[src/rtl/output_mem_sched.sv]
// Cycle scheduler for the dual-port output SRAM wrapper: grants PE partial-sum reads,
// tracks them until CIM writeback, and sequences the wrapper's run/drain/scan phases.
module output_mem_sched #(
  parameter int unsigned ADDR_W = 7,
  parameter int unsigned DEPTH  = 128,
  parameter int unsigned PEND   = 4,
  localparam int unsigned CNT_W = $clog2(PEND + 1)
) (
  input  logic              clk,
  input  logic              rst,
  input  logic              run_en,
  input  logic              scan_in_start,
  input  logic              scan_out_start,
  input  logic              pe1_req_valid,
  input  logic              pe2_req_valid,
  input  logic [ADDR_W-1:0] pe1_req_addr,
  input  logic [ADDR_W-1:0] pe2_req_addr,
  output logic              pe1_req_ready,
  output logic              pe2_req_ready,
  input  logic              wb1_valid,
  input  logic              wb2_valid,
  input  logic [ADDR_W-1:0] wb1_addr,
  input  logic [ADDR_W-1:0] wb2_addr,
  output logic              rd1_valid,
  output logic              rd2_valid,
  output logic [ADDR_W-1:0] rd1_addr,
  output logic [ADDR_W-1:0] rd2_addr,
  output logic [1:0]        mem_scan_mode,
  output logic [ADDR_W-1:0] mem_scan_addr,
  output logic              scan_in_req,
  output logic              scan_out_valid,
  output logic              scan_done,
  output logic [CNT_W-1:0]  pend_count,
  output logic              err
);

  typedef enum logic [2:0] {StIdle, StRun, StDrain, StScanIn, StScanOut} state_e;

  state_e                   state_q, state_d;
  logic [ADDR_W-1:0]        scan_addr_q, scan_addr_d;
  logic                     scan_done_q, scan_done_d;
  logic                     tog_q, tog_d;
  logic                     err_q, err_d;
  logic [PEND-1:0]          sb_valid_q, sb_valid_d;
  logic [PEND-1:0][ADDR_W-1:0] sb_addr_q, sb_addr_d;
  logic                     rd1_valid_q, rd2_valid_q;
  logic [ADDR_W-1:0]        rd1_addr_q, rd2_addr_q;

  logic [CNT_W-1:0]         occ;
  logic                     hit1, hit2;
  logic [PEND-1:0]          wb1_hit, wb2_hit;
  logic                     free1, free2, elig1, elig2, grant1, grant2, tie;
  logic                     wb_same, need1, need2;

  // Hazard lookup and occupancy are taken from the registered scoreboard only.
  always_comb begin
    occ     = '0;
    hit1    = 1'b0;
    hit2    = 1'b0;
    wb1_hit = '0;
    wb2_hit = '0;
    for (int i = 0; i < int'(PEND); i++) begin
      if (sb_valid_q[i]) begin
        occ = occ + CNT_W'(1);
        if (sb_addr_q[i] == pe1_req_addr) hit1 = 1'b1;
        if (sb_addr_q[i] == pe2_req_addr) hit2 = 1'b1;
        wb1_hit[i] = wb1_valid && (sb_addr_q[i] == wb1_addr);
        wb2_hit[i] = wb2_valid && (sb_addr_q[i] == wb2_addr);
      end
    end
  end

  always_comb begin
    free1  = int'(occ) < int'(PEND);
    free2  = int'(occ) <= int'(PEND) - 2;
    elig1  = (state_q == StRun) && pe1_req_valid && !hit1 && free1;
    elig2  = (state_q == StRun) && pe2_req_valid && !hit2 && free1;
    grant1 = elig1;
    grant2 = elig2;
    tie    = 1'b0;
    if (elig1 && elig2) begin
      if (pe1_req_addr == pe2_req_addr) begin
        tie    = 1'b1;
        grant1 = !tog_q;
        grant2 = tog_q;
      end else if (!free2) begin
        grant2 = 1'b0;
      end
    end
    tog_d = tog_q ^ tie;
  end

  // Frees and allocations touch disjoint entries, so they simply net out.
  always_comb begin
    wb_same    = wb1_valid && wb2_valid && (wb1_addr == wb2_addr);
    err_d      = err_q | wb_same | (wb1_valid && !(|wb1_hit)) | (wb2_valid && !(|wb2_hit));
    sb_valid_d = sb_valid_q;
    sb_addr_d  = sb_addr_q;
    if (!wb_same) sb_valid_d = sb_valid_q & ~(wb1_hit | wb2_hit);
    need1 = grant1;
    need2 = grant2;
    for (int i = 0; i < int'(PEND); i++) begin
      if (!sb_valid_q[i]) begin
        if (need1) begin
          sb_valid_d[i] = 1'b1;
          sb_addr_d[i]  = pe1_req_addr;
          need1         = 1'b0;
        end else if (need2) begin
          sb_valid_d[i] = 1'b1;
          sb_addr_d[i]  = pe2_req_addr;
          need2         = 1'b0;
        end
      end
    end
  end

  always_comb begin
    state_d     = state_q;
    scan_addr_d = scan_addr_q;
    scan_done_d = 1'b0;
    case (state_q)
      StIdle: begin
        scan_addr_d = '0;
        if (run_en)              state_d = StRun;
        else if (scan_in_start)  state_d = StScanIn;
        else if (scan_out_start) state_d = StScanOut;
      end
      StRun:   if (!run_en) state_d = StDrain;
      StDrain: if (occ == '0) state_d = StIdle;
      StScanIn, StScanOut: begin
        if (scan_addr_q == ADDR_W'(DEPTH - 1)) begin
          state_d     = StIdle;
          scan_addr_d = '0;
          scan_done_d = 1'b1;
        end else begin
          scan_addr_d = scan_addr_q + ADDR_W'(1);
        end
      end
      default: state_d = StIdle;
    endcase
  end

  always_ff @(posedge clk or posedge rst) begin
    if (rst) begin
      state_q     <= StIdle;
      scan_addr_q <= '0;
      scan_done_q <= 1'b0;
      tog_q       <= 1'b0;
      err_q       <= 1'b0;
      sb_valid_q  <= '0;
      sb_addr_q   <= '0;
      rd1_valid_q <= 1'b0;
      rd2_valid_q <= 1'b0;
      rd1_addr_q  <= '0;
      rd2_addr_q  <= '0;
    end else begin
      state_q     <= state_d;
      scan_addr_q <= scan_addr_d;
      scan_done_q <= scan_done_d;
      tog_q       <= tog_d;
      err_q       <= err_d;
      sb_valid_q  <= sb_valid_d;
      sb_addr_q   <= sb_addr_d;
      rd1_valid_q <= grant1;
      rd2_valid_q <= grant2;
      if (grant1) rd1_addr_q <= pe1_req_addr;
      if (grant2) rd2_addr_q <= pe2_req_addr;
    end
  end

  always_comb begin
    case (state_q)
      StScanIn:       mem_scan_mode = 2'b00;
      StRun, StDrain: mem_scan_mode = 2'b01;
      default:        mem_scan_mode = 2'b11;
    endcase
  end

  assign pe1_req_ready  = grant1;
  assign pe2_req_ready  = grant2;
  assign rd1_valid      = rd1_valid_q;
  assign rd2_valid      = rd2_valid_q;
  assign rd1_addr       = rd1_addr_q;
  assign rd2_addr       = rd2_addr_q;
  assign mem_scan_addr  = scan_addr_q;
  assign scan_in_req    = (state_q == StScanIn);
  assign scan_out_valid = (state_q == StScanOut);
  assign scan_done      = scan_done_q;
  assign pend_count     = occ;
  assign err            = err_q;

endmodule

[config.mk]
export PLATFORM = sky130hd
export DESIGN_NAME = output_mem_sched
export DESIGN_NICKNAME = d
export VERILOG_FILES = /design/src/rtl/output_mem_sched.sv
export SDC_FILE = /design/constraint.sdc
export NUM_CORES = 1
export LEC_CHECK = 0
export ABC_AREA = 0
export CORE_AREA = 2 2 114 116
export DETAILED_ROUTE_END_ITERATION = 7
export DIE_AREA = 0 0 116 118
export GPL_ROUTABILITY_DRIVEN = 0
export PLACE_DENSITY = 0.7
export RECOVER_POWER = 100
export SYNTH_ARGS = -nofsm -noshare
export SYNTH_HDL_FRONTEND = slang
export SYNTH_SLANG_ARGS = --single-unit
[constraint.sdc]
create_clock -name clk -period 8.9 [get_ports clk]
set_input_delay 0.89 -clock clk [delete_from_list [all_inputs] [get_ports clk]]
set_output_delay 0.89 -clock clk [all_outputs]
set_load 0.05 [all_outputs]
## After elaboration in Yosys (flattened, before gate mapping)

Cells that the tools add are included.

- Output and inout port bits: 34
- Register bits after elaboration: 61
- Input port bits: 37

- Bitwise gates (word level): 11
- Add/sub/neg operators: 4
- Mux-type cells: 77
- Order comparisons: 2
- Reductions and logical operators: 40
- Eq/ne operators: 27

Operators by type and width:

| cell | number |
|---|---|
| $eq A7 B7 Y1 | 18 |
| $mux W7 | 9 |
| $mux W1 | 55 |
| $mux W3 | 9 |
| $logic_and A1 B1 Y1 | 19 |
| $pmux W7 S2 | 1 |
| $pmux W3 S4 | 1 |
| $reduce_bool A2 Y1 | 5 |
| $add A3 B1 Y3 const B | 3 |
| $reduce_and A2 Y1 | 4 |
| $reduce_or A4 Y1 | 2 |
| $add A7 B1 Y7 const B | 1 |
| $eq A7 B7 Y1 const B | 1 |
| $eq A3 B2 Y1 const B | 2 |
| $logic_not A3 Y1 | 2 |
| $ne A2 B2 Y1 const B | 3 |
| $logic_not A1 Y1 | 5 |
| $and A4 B4 Y4 | 1 |
| $mux W4 | 1 |
| $ne A4 B4 Y1 const B | 1 |
| $not A1 Y1 | 4 |
| $not A4 Y4 | 1 |
| $or A4 B4 Y4 | 1 |
| $pmux W2 S2 | 1 |
| 8 further kinds | 11 |

## Longest topological paths before layout

- Depth after elaboration: 24
- Gate-level depth with buffers: 16

## Least setup slack after synthesis

Ideal clock, no wire load.

- Kind: register -> output
- Start point: register sb_valid_q[1]
- End point: output pe1_req_ready
- Data arrival time: 3072 ps
- Buffers on the path: 2
- Cell stages (with the launch flop): 14
- Slack: 4938 ps
- Cell sequence: dfrtp_1 buf_2 inv_1 ha_1 xor2_1 ha_1 nand2_1 xor2_1 nor3_2 o21ai_2 nor3_4 a31o_4 inv_2 buf_6

- Elaborated cells on any way between the ends: 25

RTL lines:

| item | line | source |
|---|---|---|
| start, declared | 44 | `logic [PEND-1:0] sb_valid_q, sb_valid_d;` |
| start signal, assigned | 162 | `sb_valid_q <= sb_valid_d;` |
| $mux W3 (*) | 63 | `if (sb_valid_q[i]) begin` |
| $add A3 B1 Y3 | 64 | `occ = occ + CNT_W'(1);` |
| $mux W3 (*) | 63 |  |
| $add A3 B1 Y3 | 64 |  |
| $mux W3 (*) | 63 |  |
| via pend_count[2] | 33 | `output logic [CNT_W-1:0] pend_count,` |
| $lt A3 B3 Y1 (*) | 74 | `free1 = int'(occ) < int'(PEND);` |
| $logic_and A1 B1 Y1 (on tied branches) | 76, 77 |  |
| $mux W1 / $logic_and A1 B1 Y1 (equally long branches) | 82, 81 |  |
| $mux W1 (*) | 81 | `if (elig1 && elig2) begin` |
| end, declared | 18 | `output logic pe1_req_ready,` |

Mark *: on every way through the listed nets, which the timed path passes. The rest lies on a longest branch.

## Worst setup path after layout

- Start point: register sb_valid_q[0]
- End point: output pe1_req_ready

- Longest elaborated chain between the ends: 12
- Elaborated cells on any way between the ends: 31

RTL lines:

| item | line |
|---|---|
| parallel branches: the longest is 11 deep, another holds $add A3 B1 Y3 | n/a |
| $mux W1 (*) | 81 |

Mark *: on every way between the ends.

==> run summary <==
Status = finished with violations
Failing checks = max-capacitance violations, max-slew violations
# nets final = 563
Post-synthesis sequential area ratio = 31.0%
CTS sink cnt = 61
Port bufs = 70
Hpwl dp = 9980 um
GRT overflow = 0
Worst R2R Start = sb_valid_q[0]$_DFF_PP0_
Register area = 0.00153 mm2
Initial Util = 39.6%
Via Count = 3,744
Die width = 116 um
HP Start = err$_DFF_PP0_
Synth-to-Final Area Change = 15.8%
Die H = 118 um
Slew margin rel. = -122%
Antenna Cells = 0
Pre-antenna DRT Iters = 4
Crit path from = sb_valid_q[0]$_DFF_PP0_
Max-capacitance violation count = 1
ANT nets after route = 0
Crit path max-delay cell type = dlygate4sd3_1
Kind of start point of the critical path = flop
Placed Instances = 683
Post-CTS Resized = 0
First-pass GRT wire length = 22,000 um
Vias in the first global route = 3,969
Wire per inst = 19.7 um
Fin Setup TNS = 0 ns
Cell Chain, Critical Path = inv_1, ha_1, xor2_1, ha_1, nand2_1, xor2_1, nor3_1, o21ai_0, nor3_1, a31o_1, inv_1, dlygate4sd3_1
# hold bufs at CTS = 0
Number of H-tree levels = 3
Area of the mapped netlist = 0.00492 mm2
Largest net degree at the start of global routing = 62
Pwr/cell area = 370 mW/mm2
Critical Path AT = 5.25 ns
CP endpoint kind = output pin
Tcrit/Tclk final = 69.0%
CP Max Fanout = 14
Final Hold Viols = 0
DR vias/cell = 5.36
Actual slew at the worst max-slew pin = 3.34 ns
Setup slack after layout = 2.76 ns
Initial antenna violation count = 0
FP Rows = 41
Ys async rst share = 100%
Synth unique cells = 54
Die Footprint = 0.0137 mm2
Top cells by area, synth = dfrtp_1 (31%), xnor2_1 (14%), xor2_1 (9.4%), mux2_2 (8.2%), mux2_1 (3.2%)
Yosys reg bits = 61
Count of final max-slew check failures = 62
I/O Pins = 71
Pre-CTS WS = 3.94 ns
Hold Path Class = reg -> reg
CTS tree = yes
Root Driver = clkbuf_16
Multi-input logic area = 0.00289 mm2
VDD IR max = 0.227 mV
Core Area = 0.0124 mm2
Synth Flop Type = dfrtp_1
Synth Area per Inst = 9.71 um2
Yosys warnings = 0
Min Tclk post-route = 6.14 ns
Max Freq = 163 MHz
Post-layout util = 45.9%
Final cell count without fillers = 699
Syn nets = 548
EDFF count, synth = 0
Crit path kind = reg -> out
CTS buffer count = 9
RSZ-0062 raised after global routing = no
Synth top area share = 31.0%
Layout cells sized above 1 = 11.8%
DRT Wirelength = 13,700 um
Mapped Cells = 507
Required @ worst endpoint = 8.01 ns
Clock Skews = 0.00802 ns
Max clock buf depth = 2
DR DRC count = 0
Postcts setup bufs = 0
Clk Latency, worst-skew pair = 0.34 ns
DRC marker count from the first detailed-route iteration = 233
Pleak = 0.00229 uW
Slowest Stage Delay on Critical Path = 0.90 ns
Filler cell count = 1,217
Global Route Usage Sum = 21.0%
Final setup viols = 0
Clk slew on worst S/H paths = 0.06 ns
Cell taking the most area after synthesis = dfrtp_1
[cell usage after synthesis (3+ instances only)]
library cell / count
a21o_1: 3
mux2i_1: 10
dfrtp_1: 61
a21oi_1: 15
inv_1: 10
buf_4: 15
nor2_1: 19
buf_2: 24
nor4_1: 13
nand2b_1: 3
buf_6: 4
inv_2: 3
mux2_2: 36
nand3_1: 10
ha_1: 4
clkbuf_1: 23
mux2_1: 14
xnor2_1: 79
or4_1: 3
mux2_4: 8
nand2_1: 26
nor3_1: 3
o21ai_2: 4
nand4_1: 23
xor2_1: 53
o21ai_0: 6
[stage by stage]
stage	power, uW	instance area (um2)	hold WS, ns
global route	2230	5700	0.519
global placement	1780	5480	0.482
CTS	2190	5790	0.496
finish	2110	5700	0.486
detailed placement	1820	5480	0.478
floorplan	1520	4920	0.475
[layer usage]
| layer | vias to the layer above | track usage [%] | share of wire, % |
|---|---|---|---|
| li1 | 1735 | - | - |
| met1 | 1860 | 28.9 | 44 |
| met2 | 127 | 32.3 | 46 |
| met3 | 22 | 3.86 | 7.3 |
| met4 | 0 | 8.33 | 2.1 |
| met5 | - | 0 | 0 |
[where the power goes]
part,leakage [uW],switching [uW],internal [uW]
sequential,0.000755,234,390
combinational,0.00138,657,466
clock,0.000152,125,239
[placed cells by master (no fill, tap or decap), types with 3 or more instances in the layout]
master           Yosys  routed
xnor2_1             79      79
dfrtp_1             61      61
xor2_1              53      53
mux2_2              36      36
dlygate4sd3_1        0      36
clkdlybuf4s50_1      0      34
nand2_1             26      27
nand4_1             23      23
mux2_1              14      22
nor2_1              19      20
a21oi_1             15      16
nor4_1              13      13
inv_1               10      12
nand3_1             10      10
mux2i_1             10      10
o21ai_0              6       9
clkbuf_16            0       9
nor3_1               3       5
ha_1                 4       4
nand2b_1             3       3
or4_1                3       3
a21o_1               3       3
clkbuf_8             0       3
[flip-flops by register name, indices dropped and copies added, names as in the netlist]
register	count
err	1
rd1_addr	7
rd1_valid	1
rd2_valid	1
rd2_addr	7
state_q	3
sb_valid_q	4
mem_scan_addr	7
scan_done	1
tog_q	1
sb_addr_q	28
[final cells by class]
type	count	area share (%)
multi-input cells	366	50.7
flip-flops and latches	61	26.8
repair buffers	71	12.4
clock buffers	13	4.74
well taps	172	3.78
inverters	13	0.856
clock inverters	3	0.747
[worst max-delay path: cells and delay by family (launching register included)]
family / cells / cell delay, ns
xor+xnor: 2 / 0.43
compound gates: 2 / 0.80
flops: 1 / 0.66
simple gates: 3 / 0.77
fa+ha+maj: 2 / 0.59
buf+inv: 3 / 1.63
[worst paths after layout]
path / to / slack [ns] / cells after the start
worst max-delay path: pe1_req_ready / 2.76 / 12
worst min-delay path: err$_DFF_PP0_ / 0.49 / 1
worst max register to register: sb_addr_q[22]$_DFFE_PP0P_ / 3.60 / 14
worst min register to register: err$_DFF_PP0_ / 0.49 / 1
max in group asynchronous: sb_addr_q[0]$_DFFE_PP0P_ / 4.73 / 3
min in group asynchronous: rd2_valid$_DFF_PP0_ / 2.28 / 3
[kinds of logic (layout without fill, tap and decap cells)]
logic type	after synthesis	count (layout)	synth area share, %
AO/OA/AOI/OAI	47	47	6.81
flip-flops	61	61	31.0
multiplexers	68	68	15.9
buffers and inverters	80	100	8.49
XOR/XNOR	132	132	23.5
adder cells (fa/ha/maj)	5	5	1.22
AND/OR/NAND/NOR	114	114	13.1
(Power assumes the default switching activity.)
